--- config.mk ---
export PLATFORM = sky130hd
export DESIGN_NAME = imm_gen_pipe
export DESIGN_NICKNAME = d
export VERILOG_FILES = /design/src/rtl/imm_gen_pipe.sv
export SDC_FILE = /design/constraint.sdc
export NUM_CORES = 1
export LEC_CHECK = 0
export ABC_AREA = 1
export CORE_ASPECT_RATIO = 2
export CORE_MARGIN = 10
export CORE_UTILIZATION = 46
export DETAILED_ROUTE_END_ITERATION = 6
export PLACE_DENSITY = 0.86
export SYNTH_ARGS = -nofsm -noshare
export SYNTH_HDL_FRONTEND = slang
export SYNTH_SLANG_ARGS = --single-unit
--- constraint.sdc ---
create_clock -name clk -period 3.4 [get_ports clk]
set_input_delay 0.68 -clock clk [delete_from_list [all_inputs] [get_ports clk]]
set_output_delay 0.68 -clock clk [all_outputs]
set_load 0.03 [all_outputs]
--- src/rtl/imm_gen_pipe.sv ---
// LEGv8 decode-stage immediate generator behind a two-entry skid buffer.
// Define IMM_GEN_IW_EN to decode the MOVZ/MOVK wide-immediate (IW) format.
module imm_gen_pipe #(
   parameter int INST_W = 32,
   parameter int DATA_W = 64,
   parameter int TAG_W  = 8
) (
   input  logic              clk,
   input  logic              rst,
   input  logic              flush,
   input  logic              in_valid,
   output logic              in_ready,
   input  logic [INST_W-1:0] in_inst,
   input  logic [5:0]        in_imm_op,
   input  logic [TAG_W-1:0]  in_tag,
   output logic              out_valid,
   input  logic              out_ready,
   output logic [DATA_W-1:0] out_imm,
   output logic              out_err,
   output logic [TAG_W-1:0]  out_tag
);

   typedef enum logic [1:0] {EMPTY, ONE, TWO} state_t;

   state_t            state_reg, state_next;
   logic [DATA_W-1:0] out_imm_reg, skid_imm_reg, calc_imm;
   logic              out_err_reg, skid_err_reg, calc_err;
   logic [TAG_W-1:0]  out_tag_reg, skid_tag_reg;
   logic              accept, drain, multi_hot;
   logic              load_out, load_skid, skid_to_out;
   logic              unused_inst_bits;

   // Opcode bits [31:26] select the format upstream; only the operand field matters here.
   assign unused_inst_bits = ^in_inst[INST_W-1:26];

   assign multi_hot = |(in_imm_op & (in_imm_op - 6'd1));

`ifdef IMM_GEN_IW_EN
   logic [63:0] iw_wide;
   assign iw_wide = {48'd0, in_inst[20:5]} << {in_inst[22:21], 4'd0};
`endif

   always_comb begin
      calc_imm = '0;
      calc_err = 1'b0;
      if (multi_hot) begin
         calc_err = 1'b1;
      end else if (in_imm_op[5]) begin
`ifdef IMM_GEN_IW_EN
         // A 32-bit datapath cannot hold halfword 2 or 3.
         if (DATA_W == 32 && in_inst[22])
            calc_err = 1'b1;
         else
            calc_imm = iw_wide[DATA_W-1:0];
`else
         calc_err = 1'b1;
`endif
      end else if (in_imm_op[4]) begin
         calc_imm = {{(DATA_W-26){in_inst[25]}}, in_inst[25:0]};
      end else if (in_imm_op[3]) begin
         calc_imm = {{(DATA_W-19){in_inst[23]}}, in_inst[23:5]};
      end else if (in_imm_op[2]) begin
         calc_imm = {{(DATA_W-12){in_inst[21]}}, in_inst[21:10]};
      end else if (in_imm_op[1]) begin
         calc_imm = {{(DATA_W-6){1'b0}}, in_inst[15:10]};
      end else if (in_imm_op[0]) begin
         calc_imm = {{(DATA_W-9){in_inst[20]}}, in_inst[20:12]};
      end
   end

   // in_ready comes from registered state only, never from out_ready.
   assign in_ready  = (state_reg != TWO) && !rst;
   assign out_valid = (state_reg != EMPTY);
   assign accept    = in_valid && in_ready;
   assign drain     = out_valid && out_ready;

   always_comb begin
      state_next  = state_reg;
      load_out    = 1'b0;
      load_skid   = 1'b0;
      skid_to_out = 1'b0;
      if (flush) begin
         state_next = EMPTY;
      end else begin
         case (state_reg)
            EMPTY: if (accept) begin
               state_next = ONE;
               load_out   = 1'b1;
            end
            ONE: if (accept && drain) begin
               load_out = 1'b1;
            end else if (accept) begin
               state_next = TWO;
               load_skid  = 1'b1;
            end else if (drain) begin
               state_next = EMPTY;
            end
            TWO: if (drain) begin
               state_next  = ONE;
               skid_to_out = 1'b1;
            end
            default: state_next = EMPTY;
         endcase
      end
   end

   always_ff @(posedge clk) begin
      if (rst)
         state_reg <= EMPTY;
      else
         state_reg <= state_next;
   end

   always_ff @(posedge clk) begin
      if (rst) begin
         out_imm_reg  <= '0;
         out_err_reg  <= 1'b0;
         out_tag_reg  <= '0;
         skid_imm_reg <= '0;
         skid_err_reg <= 1'b0;
         skid_tag_reg <= '0;
      end else begin
         if (load_out) begin
            out_imm_reg <= calc_imm;
            out_err_reg <= calc_err;
            out_tag_reg <= in_tag;
         end else if (skid_to_out) begin
            out_imm_reg <= skid_imm_reg;
            out_err_reg <= skid_err_reg;
            out_tag_reg <= skid_tag_reg;
         end
         if (load_skid) begin
            skid_imm_reg <= calc_imm;
            skid_err_reg <= calc_err;
            skid_tag_reg <= in_tag;
         end
      end
   end

   assign out_imm = out_imm_reg;
   assign out_err = out_err_reg;
   assign out_tag = out_tag_reg;

endmodule
==> results.md <==
- CTS tree: done
- Post-CTS setup buffers: 0
- Type of the worst setup path: flip-flop to output port
- Vias in the first global route: 4205
- Tcrit/Tclk final: a little under three quarters
- Slew HR: between 50 and 60%
- Setup TNS: 0 ns
- Clock share of power: between 50 and 60%
- Fin Clk Skew: around 0.0033 ns
- Hold path startpoint: out_imm[10]
- Post-DP HPWL: 9157 um
- Top-area cell type share of the netlist area: between 30% and 40%
- Core Area: about 8400 um^2
- Area leader, netlist: dfxtp_1
- Flop pwr share: roughly 36%
- Ys async rst share: 0%
- H-tree depth: 3
- Worst-case reg-to-reg path depth: 8
- Wirelength per Cell: roughly 16 um
- Largest net degree at the start of global routing: between 70 and 80
- Detailed Route WL: around 12000 um
- # rows: 47
- DRT iter0 DRCs: 344
- DRC viols: 0
- Clock Tree Root: clkbuf_16
- Required @ worst endpoint: ~2.7 ns
- Most used flip-flop cell after synthesis: dfxtp_1
- Min Tclk post-route: ~2.4 ns
- Die Span Y: between 150 and 200 um
- Post-layout nets: a little over 700
- Via Count: 4190
- HP Class: flip-flop to flip-flop
- Synth top area cells: dfxtp_1 (37%), nand2_1 (15%), a21oi_1 (8.6%)
- Slew Viols, Final: 0
- Worst-margin pin slew: between 0.6 and 0.7 ns
- RR Endpoint: skid_tag_reg[1]
- CP Launch Type: flip-flop
- Crit-path max FO: 39
- Seq/Total Area, Yosys: ~37%
- Arrival time worst endpoint: ~1.7 ns
- Max Freq: slightly above 400 MHz
- Yosys cell types: 25
- Bufs on Longest Clock Path: 2
- All-Layer GR Usage: a little under a fifth
- Area of the multi-input gates: 1868 um^2
- Syn Inst Count: about 600
- Final core utilization: roughly 63%
- CTS Hold Bufs: 0
- Unrepaired setup endpoints after global routing: false
- First-pass DRT Iterations: 5
- Ant diodes: 0
- FF-to-FF Start: state_reg[1]
- Post-Syn Area per Cell: roughly 6.5 um^2
- Total gr overflow: 0
- I/O Pins: ~130
- P_sw: ~560 uW
- Cts repair resizes: 0
- FF+latch count, synth: a little over 70
- Post-DRT Antenna Nets: 0
- Yosys warnings: 0
- GPL Wtd Cong: between 0.9 and 1
- Die area: approximately 13000 um^2
- Hold path cells: 2
- Status: finished clean
- Vias per inst: 5.399
- Pwr/cell area: 456.8 nW/um^2
- Min-Delay Endpoint: out_imm[10]
- Lkg Pwr: about 0.0022 uW
- Initial antenna violation count: 0
- Clock Pin Slew Worst Setup and Hold Paths: about 0.060 ns
- P_int: 1856 uW
- Finish-stage setup viols: 0
- Area grow syn2layout: 34.18%
- Starting Density: 47.26%
- Die width: around 85 um
- Max VDD drop: 0.2630 mV
- CTS Buf Count: 9
- Final Hold Fails: 0
- Reg2Reg Setup Slack: roughly 1.6 ns
- Crit. End Element: output port
- Global-route wire length before repair: about 20000 um
- Post-synth EDFFs: 0
- Reg area: about 1400 um^2
- Logic pwr share: roughly an eighth
- Share of cells above drive strength 1: slightly above 7%
- Most frequent cells in the layout: nand2_1 (159), clkdlybuf4s50_1 (118), dfxtp_1 (72)
- Total number of clock tree sinks: 72
- Commonest non-fill, non-tap cell in the layout: nand2_1
- Total Power: about 2400 uW
- Sw Share: 23.27%
- Syn Std Cell Area: 3946 um^2
- Filler Cell Count: roughly 710
- Clock Latency Late Sink: 0.33 ns
- Syn_nets: 655
- Max-Cap Viols: 0
- IO Port Bufs: around 120
==> logic make-up after synthesis <==
group	share of synthesized area [%]
simple gates	30.44
buf+inv	16.30
compound gates	16.74
flops	36.52
==> worst max-delay path by stage <==
stage,to,start
after floorplan,out_imm[26],out_imm[62]
after global placement,out_imm[13],rst
after detailed placement,out_tag[4],rst
after CTS,out_imm[29],out_imm[62]
after global routing,skid_tag_reg[1],flush
final,out_imm[43],out_imm[62]
==> critical path, cell delays in order, from the launching register on <==
cell and delay (ns):
dfxtp_1 0.35, buf_4 0.31, clkdlybuf4s50_1 0.75
==> cells in the mapped netlist (2+ instances only) <==
cell and n:
nand4_1 2, nor2_8 2, o21ai_0 36, o21ai_2 2, buf_4 38, or2_2 2
nor2_1 54, nand3_1 54, dfxtp_1 72, nor3_2 2, inv_2 8, clkbuf_1 10
inv_1 47, a21oi_1 68, nor2_2 3, buf_2 22, o22ai_1 16, nand2_1 159
==> layout make-up <==
| type | instances | area share [%] |
|---|---|---|
| Clock buffer | 9 | 4.253 |
| Inverter | 55 | 3.899 |
| Timing Repair Buffer | 129 | 23.87 |
| Sequential cell | 72 | 27.22 |
| Clock inverter | 7 | 3.166 |
| Tap cell | 98 | 2.316 |
| Multi-Input combinational cell | 406 | 35.28 |
==> metrics by stage <==
| stage | hold slack, ns | area (um^2) | setup slack, ns | instances |
|---|---|---|---|---|
| 6_report | 0.4657 | 5295 | 0.9776 | 776 |
| 5_1_grt | 0.4849 | 5295 | 0.8199 | 776 |
| 4_1_cts | 0.4655 | 5295 | 0.9641 | 776 |
| 3_5_place_dp | 0.4578 | 4902 | 0.6482 | 760 |
| 3_3_place_gp | 0.4515 | 4902 | 0.7249 | 760 |
| 2_1_floorplan | 0.5023 | 3946 | 1.314 | 604 |
==> power by group through the flow <==
stage / Sequential [uW] / Clock, uW / Combinational (uW)
after floorplan: 922 / 0 / 138
after CTS: 873 / 1240 / 308
final: 873 / 1240 / 308
after global placement: 890 / 0 / 302
after global routing: 874 / 1280 / 334
after detailed placement: 891 / 0 / 306
==> per-layer routing <==
layer  vias to the layer above  GRT usage (%)  share of wire [%]
met3                        43          5.164                8.1
li1                       2047              -                  -
met2                       187          33.43                 50
met4                         0          13.00                5.4
met1                      1913          18.11                 36
met5                         -              0                  0
No activity file was read; power rests on OpenSTA's default activity.
